<file path="config.mk">
export PLATFORM = sky130hd
export DESIGN_NAME = fifo_to_mem_sm
export DESIGN_NICKNAME = d
export VERILOG_FILES = /design/src/rtl/fifo_to_mem_sm.sv
export SDC_FILE = /design/constraint.sdc
export NUM_CORES = 1
export LEC_CHECK = 0
export ABC_CLOCK_PERIOD_IN_PS = 1900
export CORE_MARGIN = 1.5
export CORE_UTILIZATION = 40
export DETAILED_ROUTE_END_ITERATION = 16
export PLACE_DENSITY = 0.71
export SYNTH_ARGS = -nofsm -noshare
export SYNTH_HDL_FRONTEND = slang
export SYNTH_SLANG_ARGS = --single-unit
export TNS_END_PERCENT = 5
</file>
<file path="constraint.sdc">
create_clock -name clk_mem -period 1.9 [get_ports clk_mem]
set_input_delay 0.57 -clock clk_mem [delete_from_list [all_inputs] [get_ports clk_mem]]
set_output_delay 0.57 -clock clk_mem [all_outputs]
set_load 0.01 [all_outputs]
</file>
<file path="src/rtl/fifo_to_mem_sm.sv">
// fifo_to_mem_sm: pops NUM_WORDS words from a 1-cycle-latency FIFO and writes them to
// consecutive RAM addresses from BASE_ADDR. Optional feature macro: FIFO_TO_MEM_CHECKSUM_EN.
module fifo_to_mem_sm #(
    parameter int DATA_W    = 8,
    parameter int ADDR_W    = 4,
    parameter int NUM_WORDS = 4,
    parameter int BASE_ADDR = 0
) (
    input  logic              clk_mem,
    input  logic              reset_n,
    input  logic              restart,
    input  logic              start,
    input  logic              fifo_empty,
    input  logic [DATA_W-1:0] fifo_data,
    output logic              fifo_rd,
    output logic              ram_ce,
    output logic              ram_we,
    output logic [ADDR_W-1:0] ram_addr,
    output logic [DATA_W-1:0] ram_data,
    output logic              busy,
    output logic              done,
    output logic [DATA_W-1:0] checksum,
    output logic [1:0]        o_dbg_state
);

    // Counters must hold the value NUM_WORDS itself, which can be 2**ADDR_W.
    localparam int                CNT_W     = ADDR_W + 1;
    localparam logic [CNT_W-1:0]  LAST_WORD = CNT_W'(NUM_WORDS - 1);
    localparam logic [CNT_W-1:0]  ALL_WORDS = CNT_W'(NUM_WORDS);
    localparam logic [ADDR_W-1:0] BASE      = ADDR_W'(BASE_ADDR);

    typedef enum logic [1:0] {
        S_IDLE  = 2'd0,
        S_READ  = 2'd1,
        S_DRAIN = 2'd2,
        S_DONE  = 2'd3
    } state_t;

    state_t             r_state;
    state_t             w_next_state;
    logic               w_fifo_rd;
    logic               w_start_xfer;
    logic [CNT_W-1:0]   r_rd_cnt;
    logic [CNT_W-1:0]   r_wr_cnt;
    logic               r_rd_pend;
    logic               r_ram_we;
    logic [ADDR_W-1:0]  r_ram_addr;
    logic [DATA_W-1:0]  r_ram_data;

    // FIFO handshake: fifo_rd is a pop request issued only while !fifo_empty; the popped
    // word appears on fifo_data the following cycle, tracked by r_rd_pend.
    always_ff @(posedge clk_mem or negedge reset_n) begin
        if (!reset_n) begin
            r_state <= S_IDLE;
        end else begin
            r_state <= w_next_state;
        end
    end

    always_comb begin
        w_next_state = r_state;
        w_fifo_rd    = 1'b0;
        w_start_xfer = 1'b0;
        if (restart) begin
            w_next_state = S_IDLE;
        end else begin
            case (r_state)
                S_IDLE, S_DONE: begin
                    if (start) begin
                        w_next_state = S_READ;
                        w_start_xfer = 1'b1;
                    end
                end
                S_READ: begin
                    w_fifo_rd = !fifo_empty && (r_rd_cnt < ALL_WORDS);
                    if (w_fifo_rd && (r_rd_cnt == LAST_WORD)) begin
                        w_next_state = S_DRAIN;
                    end
                end
                S_DRAIN: begin
                    if (r_wr_cnt == ALL_WORDS) begin
                        w_next_state = S_DONE;
                    end
                end
                default: w_next_state = S_IDLE;
            endcase
        end
    end

    // Read/write pipeline: a pop in cycle k becomes a RAM write strobe in cycle k+2.
    always_ff @(posedge clk_mem or negedge reset_n) begin
        if (!reset_n) begin
            r_rd_cnt   <= '0;
            r_wr_cnt   <= '0;
            r_rd_pend  <= 1'b0;
            r_ram_we   <= 1'b0;
            r_ram_addr <= '0;
            r_ram_data <= '0;
        end else if (restart) begin
            r_rd_cnt  <= '0;
            r_wr_cnt  <= '0;
            r_rd_pend <= 1'b0;
            r_ram_we  <= 1'b0;
        end else if (w_start_xfer) begin
            r_rd_cnt  <= '0;
            r_wr_cnt  <= '0;
            r_rd_pend <= 1'b0;
            r_ram_we  <= 1'b0;
        end else begin
            r_rd_pend <= w_fifo_rd;
            if (w_fifo_rd) begin
                r_rd_cnt <= r_rd_cnt + 1'b1;
            end
            if (r_rd_pend) begin
                r_ram_data <= fifo_data;
                r_ram_addr <= BASE + r_wr_cnt[ADDR_W-1:0];
                r_ram_we   <= 1'b1;
                r_wr_cnt   <= r_wr_cnt + 1'b1;
            end else begin
                r_ram_we <= 1'b0;
            end
        end
    end

`ifdef FIFO_TO_MEM_CHECKSUM_EN
    logic [DATA_W-1:0] r_checksum;

    always_ff @(posedge clk_mem or negedge reset_n) begin
        if (!reset_n) begin
            r_checksum <= '0;
        end else if (restart || w_start_xfer) begin
            r_checksum <= '0;
        end else if (r_rd_pend) begin
            r_checksum <= r_checksum + fifo_data;
        end
    end

    assign checksum = r_checksum;
`else
    assign checksum = '0;
`endif

    assign fifo_rd     = w_fifo_rd;
    assign ram_we      = r_ram_we;
    assign ram_ce      = r_ram_we;
    assign ram_addr    = r_ram_addr;
    assign ram_data    = r_ram_data;
    assign busy        = (r_state == S_READ) || (r_state == S_DRAIN);
    assign done        = (r_state == S_DONE);
    assign o_dbg_state = r_state;

endmodule

</file>
==> results of run 1 <==
-- cells by family (layout without fill, tap and decap cells) --
| logic type | Yosys count | in the layout | synth area share (%) |
|---|---|---|---|
| AND/OR/NAND/NOR | 27 | 27 | 10.81 |
| XOR/XNOR | 5 | 5 | 3.472 |
| AO/OA/AOI/OAI | 9 | 9 | 7.144 |
| multiplexers | 12 | 12 | 12.00 |
| other | 1 | 8 | 0.2973 |
| buffers and inverters | 18 | 59 | 8.730 |
| flip-flops | 26 | 26 | 51.59 |
| adder cells (fa/ha/maj) | 6 | 6 | 5.952 |
-- power by group through the flow --
stage / sequential [uW] / clock [uW] / combinational (uW)
finish: 711 / 280 / 838
global route: 726 / 317 / 908
CTS: 711 / 288 / 835
detailed placement: 723 / 0 / 846
global placement: 716 / 0 / 834
floorplan: 762 / 0 / 359
-- sequential cells by signal, indices dropped and copies added, names as in the netlist --
register     count
ram_addr         4
o_dbg_state      2
r_rd_cnt         5
r_wr_cnt         5
ram_data         8
ram_ce           1
r_rd_pend        1
-- critical path, cell delays in order (launching register included) --
cell                       delay, ns
sky130_fd_sc_hd__dfrtp_1        0.42
sky130_fd_sc_hd__buf_4          0.14
sky130_fd_sc_hd__ha_1           0.20
sky130_fd_sc_hd__nand3b_1       0.11
sky130_fd_sc_hd__nor2_1         0.04
sky130_fd_sc_hd__buf_2          0.13
-- cell usage in the layout, fill, tap and decap left out, types with 2 or more instances in the layout --
master,instances
sky130_fd_sc_hd__o21ai_0,2
sky130_fd_sc_hd__xor2_1,4
sky130_fd_sc_hd__nand4_1,2
sky130_fd_sc_hd__buf_4,17
sky130_fd_sc_hd__clkbuf_4,3
sky130_fd_sc_hd__mux2_2,5
sky130_fd_sc_hd__ha_1,6
sky130_fd_sc_hd__inv_1,6
sky130_fd_sc_hd__and2_2,2
sky130_fd_sc_hd__nand2_1,7
sky130_fd_sc_hd__nor2_1,11
sky130_fd_sc_hd__buf_2,2
sky130_fd_sc_hd__dfrtp_1,26
sky130_fd_sc_hd__dlygate4sd2_1,3
sky130_fd_sc_hd__clkdlybuf4s50_1,25
sky130_fd_sc_hd__conb_1,8
sky130_fd_sc_hd__mux2_4,5
sky130_fd_sc_hd__mux2i_1,2
-- through the flow --
step | setup slack, ns | hold WS (ns)
floorplan | 0.2102 | 0.2744
finish | -0.03480 | 0.5062
detailed placement | -0.6459 | 0.4760
global route | -0.1120 | 0.5421
global placement | -0.6195 | 0.4656
CTS | -0.04931 | 0.5077
-- area by class of cell --
cell class                      instances  area (um2)  share of cell area (%)
Tap cell                               44       55.05                   3.202
Timing Repair Buffer                   48       419.2                   24.38
Clock buffer                            4       36.28                   2.111
Sequential cell                        26       650.6                   37.85
Multi-Input combinational cell         67       531.8                   30.93
Inverter                                7       26.28                   1.528
-- metal layers --
layer / routed length (um) / vias to the layer above / GRT usage [%]
li1: - / 429 / -
met3: 153 / 5 / 2.402
met5: 0 / - / 0
met2: 1088 / 40 / 25.40
met4: 55 / 0 / 7.792
met1: 1020 / 419 / 18.02
-- what timing repair did --
item / 4_1_cts / 5_1_grt
buffers inserted: 2 / 1
gates resized for setup: 14 / 2
setup endpoints to repair: 5 / 3
pin swaps: 2 / 1
-- worst paths after layout --
check,to,depth (start not counted)
max,fifo_rd,5
min,ram_addr[0],2
max in group asynchronous,r_rd_pend,2
max reg2reg,ram_data[5],6
min in group asynchronous,ram_addr[0],2
min reg2reg,ram_addr[0],2
==> run summary, run 1 <==
* result of the run: complete, but fails checks
* violated checks: setup timing
* Synth cell types: 29
* count of yosys warnings during synthesis: 0
* post-placement cell area: 1674 um2
* Core Rows: 20
* Core Util, Final: 56.78%
* detailed-router iteration count before antenna repair: 4
* remaining number of nets flagged by the antenna check after routing: 0
* net switching power figure: 567.1 uW
* min cycle time layout: 1.935 ns
* clock input transition at the sequential cells of the worst setup and hold paths: 0.14 ns
* via density per instance: 4.556
* most frequent cell after synthesis: sky130_fd_sc_hd__dfrtp_1
* start point of the critical path: o_dbg_state[0]
* Die Y-Extent: 59.15 um
* final worst path period share: 101.8%
* area share of the largest cell type after synthesis: 51.59%
* internal power contribution: 1263 uW
* areal power density over the cells: 1064 nW/um2
* first-pass GRT wire length: 3898 um
* number of DRC markers in iteration 0: 16
* # IOs: 40
* via count of the first global-routing pass: 916
* # DRC: 0
* area growth from synthesis to layout: 36.31%
* logic gate share of total power: 45.8%
* number of CTS-inserted buffers: 3
* proportion of synthesized flip-flops having asynchronous set or reset: 100.0%
* static leakage: 0.0008710 uW
* nets@finish: 172
* Crit Path Category: flop to output port
* total number of vias: 893
* Arrival @ worst endpoint: 1.36 ns
* ranking of synthesized cells by instance count: sky130_fd_sc_hd__dfrtp_1, sky130_fd_sc_hd__nor2_1, sky130_fd_sc_hd__buf_4
* synth top area cells: sky130_fd_sc_hd__dfrtp_1, sky130_fd_sc_hd__ha_1, sky130_fd_sc_hd__mux2_4, sky130_fd_sc_hd__buf_4, sky130_fd_sc_hd__mux2_2
* fmax: 0.5169 GHz
* Max Root-Sink Buffers: 2
* Root Buffer Master: sky130_fd_sc_hd__clkbuf_4
* CP Launch Type: flop
* initial standard-cell utilization of the core: 41.65%
* clock tree from TritonCTS: yes
* area of the core: 3028 um2
* final setup margin: -0.03480 ns
* Register-to-Register Setup Slack: 0.20 ns
* Sw Share: 30.99%
* CTS sink cnt: 26
* placer's final routability congestion estimate: 0.8206
* post-synthesis average cell area: 12.13 um2
* CP Data Required Time: 1.33 ns
* part of the Yosys area used for sequential elements: 51.59%
* total global routing track utilization: 14.90%
* type of the worst min-delay path: flop to flop
* pin count of the biggest net entering global routing: 27
* clock network power share: 15.3%
* Gate Count Post-Synth: 104
* hold wc startpoint: ram_addr[0]
* dominant cell type by area after synthesis: sky130_fd_sc_hd__dfrtp_1
* power share of the sequential group: 38.9%
* predominant post-synthesis flop cell: sky130_fd_sc_hd__dfrtp_1
* Detail Placement HPWL: 1734 um
* Tot Pwr: 1830 uW
* hold buffer count at CTS: 0
* final slew viol count: 0
* count of state elements after synthesis: 26
* cell area after synthesis: 1261 um2
* total placed cells including tap cells: 189
* post-route cell area: 1719 um2
* number of failing setup endpoints in the final timing report: 1
* wire length reported by the detailed router: 2318 um
* endpoint class of the critical path: output port
* share of post-route cells with drive strength above 1: 26.97%
* setup TNS after final layout: -0.03480 ns
* count of flip-flops with a built-in enable after synthesis: 0
* overflow left after global routing: 0
* # H-tree levels: 1
* startpoint of the most critical register-to-register path: o_dbg_state[0]
* die outline width: 59.15 um
* fillers: 253
* Clock Skews: 0.006546 ns
* area of the die: 3499 um2
* routed length per placed instance: 11.83 um
* number of antenna cells inserted: 0
* post-route non-filler standard cell count: 196
* unrepaired setup endpoints after global routing: true
* number of max-capacitance violations reported: 0
* antenna violations before repair: 0
* final hold viol count: 0
* clock latency on the worst-skew pair: 0.32 ns
* number of buffers inserted by port buffering: 31
* VDD IR-drop max: 0.0008376 V
* worst-path maximum fanout: 3
(Power assumes the default switching activity.)
==> run 2, diff against run 1 <==
--- a/config.mk
+++ b/config.mk
@@ -7,9 +7,9 @@
 export LEC_CHECK = 0
 export ABC_CLOCK_PERIOD_IN_PS = 1900
 export CORE_MARGIN = 1.5
-export CORE_UTILIZATION = 40
+export CORE_UTILIZATION = 45
 export DETAILED_ROUTE_END_ITERATION = 16
-export PLACE_DENSITY = 0.71
+export PLACE_DENSITY = 0.78
 export SYNTH_ARGS = -nofsm -noshare
 export SYNTH_HDL_FRONTEND = slang
 export SYNTH_SLANG_ARGS = --single-unit
==> run 2 against run 1 <==
Effect of this change:
- the run now ends clean
- design area shrank 0.22%
- non-clock buffer count shrank 2
- critical path type unchanged
- fmax grew 2.6%
- clock skew shrank 0.0036 ns
- sequential power grew 0.8%
- setup slack gained 0.049 ns
- largest power group unchanged
- sequential share of layout area grew 0.083 points
==> run summary, run 2 (same netlist as run 1, synthesis figures left out) <==
* clock tree from TritonCTS: yes
* pin count of the biggest net entering global routing: 27
* number of antenna cells inserted: 0
* number of max-capacitance violations reported: 0
* fmax: 0.5304 GHz
* clock latency on the worst-skew pair: 0.31 ns
* highest-count cells in the layout ignoring fill and taps: sky130_fd_sc_hd__dfrtp_1, sky130_fd_sc_hd__clkdlybuf4s50_1, sky130_fd_sc_hd__buf_4, sky130_fd_sc_hd__nor2_1, sky130_fd_sc_hd__conb_1
* Largest register FFs: 8
* result of the run: completed
* routed length per placed instance: 13.34 um
* areal power density over the cells: 1086 nW/um2
* type of the worst min-delay path: flop to flop
* via density per instance: 4.906
* logic gate share of total power: 47.0%
* number of failing setup endpoints in the final timing report: 0
* static leakage: 0.0008567 uW
* Crit Path Category: flop to output port
* number of DRC markers in iteration 0: 13
* final slew viol count: 0
* power share of the sequential group: 38.5%
* area of the core: 2710 um2
* nets@finish: 170
* unrepaired setup endpoints after global routing: true
* number of CTS-inserted buffers: 3
* Arrival @ worst endpoint: 1.32 ns
* total number of vias: 888
* fillers: 216
* Clock Skews: 0.002944 ns
* wire length reported by the detailed router: 2414 um
* overflow left after global routing: 0
* VDD IR-drop max: 0.0008892 V
* hold buffer count at CTS: 0
* clock network power share: 14.6%
* # IOs: 40
* CP Launch Type: flop
* final worst path period share: 99.23%
* antenna violations before repair: 0
* setup TNS after final layout: 0 ns
* worst-path maximum fanout: 3
* area of the die: 3129 um2
* via count of the first global-routing pass: 911
* number of buffers inserted by port buffering: 31
* final hold viol count: 0
* min cycle time layout: 1.885 ns
* total global routing track utilization: 16.96%
* Die Y-Extent: 55.94 um
* net switching power figure: 582.3 uW
* Sw Share: 31.27%
* initial standard-cell utilization of the core: 46.54%
* WHS Path Cells: 2
* Max Root-Sink Buffers: 2
* remaining number of nets flagged by the antenna check after routing: 0
* Core Rows: 19
* placer's final routability congestion estimate: 0.8166
* final setup margin: 0.01454 ns
* endpoint class of the critical path: output port
* first-pass GRT wire length: 4126 um
* worst-case setup slack after placement: -0.7121 ns
* most common library cell in the layout ignoring fill and taps: sky130_fd_sc_hd__dfrtp_1
* share of post-route cells with drive strength above 1: 29.33%
* internal power contribution: 1280 uW
* detailed-router iteration count before antenna repair: 3
* # H-tree levels: 1
* clock input transition at the sequential cells of the worst setup and hold paths: 0.14 ns
* CP Data Required Time: 1.33 ns
* Root Buffer Master: sky130_fd_sc_hd__clkbuf_4
* CTS sink cnt: 26
* # DRC: 0
* die outline width: 55.94 um
* Detail Placement HPWL: 1896 um
* area growth from synthesis to layout: 36.01%
* Worst Reg-to-Reg Cells: 8
## run 2: cell count changes in the layout (fill, tap and decap cells not counted), sizes merged
cell | before | now
buf | 19 | 17
clkdlybuf4s15 | 0 | 1
dlygate4sd2 | 3 | 2
## run 2: stage by stage
step | utilization [%] | std cells | hold WS, ns | total power [uW] | cell area [um2]
floorplan | - | 111 | 0.2744 | 1121 | 1287
global placement | 60.90 | 175 | 0.4609 | 1532 | 1650
detailed placement | 60.90 | 175 | 0.4841 | 1567 | 1650
CTS | 63.02 | 181 | 0.5155 | 1854 | 1708
global route | 63.30 | 181 | 0.5460 | 1993 | 1715
finish | 63.30 | 181 | 0.5096 | 1862 | 1715
## run 2: worst paths after layout
kind                                start        endpoint  slack [ns]
max                        o_dbg_state[1]         fifo_rd        0.01
min reg2reg                   ram_addr[1]     ram_addr[1]        0.51
max in group asynchronous         reset_n  o_dbg_state[0]        1.05
min                           ram_addr[1]     ram_addr[1]        0.51
min in group asynchronous         reset_n          ram_ce        0.61
max reg2reg                o_dbg_state[0]     ram_addr[0]        0.28
## run 2: layer usage
layer | vias up | part of all wire (%) | GRT usage [%]
met1 | 436 | 41 | 19.88
met2 | 26 | 52 | 30.27
met4 | 0 | 0.79 | 4.762
met5 | - | 0 | 0
met3 | 2 | 6.2 | 4.884
li1 | 424 | - | -
## run 2: power groups by stage
stage          Clock [uW]  Sequential [uW]  Combinational [uW]
2_1_floorplan           0              762                 359
3_3_place_gp            0              714                 818
3_5_place_dp            0              724                 843
4_1_cts               283              713                 858
5_1_grt               308              732                 952
6_report              271              717                 875
## run 2: cell type report
type	instances	area (um2)	share of cell area, %
sequential	26	650.6	37.93
timing repair buffer	46	406.6	23.71
tap	31	38.79	2.261
clock buffer	4	36.28	2.115
inverter	7	26.28	1.532
multi-input combinational	67	556.8	32.46
## run 2: critical path: stages (launching register included)
cell	delay, ns
sky130_fd_sc_hd__dfrtp_1	0.45
sky130_fd_sc_hd__inv_2	0.10
sky130_fd_sc_hd__ha_4	0.13
sky130_fd_sc_hd__nand3b_1	0.10
sky130_fd_sc_hd__nor2_1	0.10
sky130_fd_sc_hd__buf_2	0.13
## run 2: timing repair
action,4_1_cts,5_1_grt
endpoints found under the setup margin,5,3
setup buffers,2,0
pin swaps,3,1
resized for setup,20,3
==> run 3, diff against run 2 <==
--- a/config.mk
+++ b/config.mk
@@ -6,10 +6,13 @@
 export NUM_CORES = 1
 export LEC_CHECK = 0
 export ABC_CLOCK_PERIOD_IN_PS = 1900
-export CORE_MARGIN = 1.5
-export CORE_UTILIZATION = 45
+export CELL_PAD_IN_SITES_DETAIL_PLACEMENT = 2
+export CELL_PAD_IN_SITES_GLOBAL_PLACEMENT = 2
+export CORE_MARGIN = 4
+export CORE_UTILIZATION = 29
 export DETAILED_ROUTE_END_ITERATION = 16
-export PLACE_DENSITY = 0.78
+export PLACE_DENSITY_LB_ADDON = 0.1
+export SKIP_CTS_REPAIR_TIMING = 1
 export SYNTH_ARGS = -nofsm -noshare
 export SYNTH_HDL_FRONTEND = slang
 export SYNTH_SLANG_ARGS = --single-unit
==> run 3 against run 2 <==
Effect of this change:
- the flow now finishes with violations (setup timing)
- clock power up 35%
- setup slack worse by 0.067 ns
- worst hold slack lost 0.017 ns
- combinational power grew 1%
- die area grew 75%
- clock-buffer cell count stayed put
- total power is 5.5% higher
- non-clock buffer count decreased by 1
- fmax shrank 3.4%
- sequential cell count unchanged
- first-iteration DRC count grew 38%
- critical path type unchanged
- critical endpoint unchanged
- largest power group unchanged
==> run summary, run 3 (same netlist as run 1, synthesis figures left out) <==
* initial standard-cell utilization of the core: 30.65%
* Die Y-Extent: 73.95 um
* worst-path maximum fanout: 4
* CP Data Required Time: 1.33 ns
* placer's final routability congestion estimate: 0.7359
* area of the core: 4115 um2
* routed length per placed instance: 15.13 um
* number of DRC markers in iteration 0: 18
* violated checks: setup timing
* area growth from synthesis to layout: 38.19%
* CP Launch Type: flop
* number of CTS-inserted buffers: 3
* CTS sink cnt: 26
* static leakage: 0.0009037 uW
* areal power density over the cells: 1128 nW/um2
* post-route non-filler standard cell count: 199
* Sw Share: 31.71%
* final hold viol count: 0
* first-pass GRT wire length: 4857 um
* net switching power figure: 623.2 uW
* final setup margin: -0.05226 ns
* remaining number of nets flagged by the antenna check after routing: 0
* number of buffer and inverter stages on the critical path: 2
* number of antenna cells inserted: 0
* Crit Path Category: flop to output port
* result of the run: complete, but fails checks
* Core Util, Final: 42.35%
* nets@finish: 169
* Detail Placement HPWL: 2220 um
* die outline width: 73.95 um
* internal power contribution: 1342 uW
* fillers: 450
* Hold WS: 0.4923 ns
* total placed cells including tap cells: 193
* VDD IR-drop max: 0.0003864 V
* Largest register FFs: 8
* Clock Skews: 0.003180 ns
* area occupied by multi-input gates: 531.8 um2
* number of buffers inserted by port buffering: 31
* clock tree from TritonCTS: yes
* unrepaired setup endpoints after global routing: true
* register area: 651.9 um2
* Tot Pwr: 1966 uW
* total global routing track utilization: 11.70%
* number of max-capacitance violations reported: 0
* min cycle time layout: 1.952 ns
* # DRC: 0
* highest-count cells in the layout ignoring fill and taps: sky130_fd_sc_hd__clkdlybuf4s50_1, sky130_fd_sc_hd__dfrtp_1, sky130_fd_sc_hd__buf_4, sky130_fd_sc_hd__nor2_1, sky130_fd_sc_hd__conb_1
* total number of vias: 889
* via density per instance: 4.467
* detailed-router iteration count before antenna repair: 2
* area of the die: 5468 um2
* type of the worst min-delay path: flop to flop
* critical path, cell by cell: buf_4, ha_1, nand3b_1, nor2_1, buf_2
* crit-path max cell delay: 0.41 ns
* Core Rows: 23
* clock latency on the worst-skew pair: 0.27 ns
* pin count of the biggest net entering global routing: 27
* overflow left after global routing: 0
* number of failing setup endpoints in the final timing report: 1
* power share of the sequential group: 36.4%
* Crit-path slowest cell: sky130_fd_sc_hd__dfrtp_1
* clock network power share: 18.6%
* share of post-route cells with drive strength above 1: 25.50%
* clock input transition at the sequential cells of the worst setup and hold paths: 0.09 ns
* logic gate share of total power: 45.0%
* # IOs: 40
* via count of the first global-routing pass: 987
* Arrival @ worst endpoint: 1.38 ns
* setup TNS after final layout: -0.05226 ns
* Max Root-Sink Buffers: 2
* # H-tree levels: 1
* Root Buffer Master: sky130_fd_sc_hd__clkbuf_8
* endpoint class of the critical path: output port
* antenna violations before repair: 0
* Worst path top cell family by delay: flip-flops
* final slew viol count: 0
* final worst path period share: 102.8%
* fmax: 0.5122 GHz
* wire length reported by the detailed router: 3011 um
-- run 3: cell types whose count changed in the layout (fill, tap and decap cells not counted), moves of 2 or more --
cell,delta
sky130_fd_sc_hd__clkbuf_4,-3
sky130_fd_sc_hd__clkbuf_8,+3
sky130_fd_sc_hd__dlygate4sd2_1,-2
sky130_fd_sc_hd__dlymetal6s2s_1,+4
sky130_fd_sc_hd__ha_1,+2
sky130_fd_sc_hd__ha_4,-2
sky130_fd_sc_hd__inv_1,+2
sky130_fd_sc_hd__inv_2,-2
-- run 3: final timing paths --
kind | startpoint | to | slack, ns | depth (start not counted)
worst max-delay path | o_dbg_state[0] | fifo_rd | -0.05 | 5
worst min-delay path | ram_addr[0] | ram_addr[0] | 0.49 | 2
worst max register to register | o_dbg_state[0] | ram_data[3] | 0.13 | 6
worst min register to register | ram_addr[0] | ram_addr[0] | 0.49 | 2
max in group asynchronous | reset_n | r_rd_cnt[3] | 0.96 | 2
min in group asynchronous | reset_n | ram_data[0] | 0.67 | 2
-- run 3: stage by stage --
stage / worst slack [ns] / cell area, um2
after floorplan: 0.2102 / 1287
after global placement: -0.6281 / 1667
after detailed placement: -0.6858 / 1667
after CTS: -0.7180 / 1722
after global routing: -0.1532 / 1743
final: -0.05226 / 1743
-- run 3: worst min-delay path, delay by kind of cell, from the launching register on --
kind | cells | cell delay (ns)
DFF | 1 | 0.35
AOI/OAI and AO/OA | 1 | 0.06
and+or+nand+nor | 1 | 0.05
-- run 3: area by class of cell --
cell class                 count  share of cell area [%]
clock buffer                   4                   3.159
multi-input combinational     67                   30.51
inverter                       7                   1.508
timing repair buffer          45                   23.83
sequential                    26                   37.40
tap                           50                   3.589
-- run 3: metal layers --
layer	up-vias	global-route usage, %	wire length, um
met5	-	0	0
met4	0	4.829	34
met3	4	1.757	195
met2	27	20.57	1534
met1	436	14.26	1247
li1	422	-	-
-- run 3: power groups by stage --
stage          Combinational, uW  Sequential, uW  Clock [uW]
2_1_floorplan                359             762           0
3_3_place_gp                 849             724           0
3_5_place_dp                 872             731           0
4_1_cts                      899             720         381
5_1_grt                      961             733         402
6_report                     884             716         365
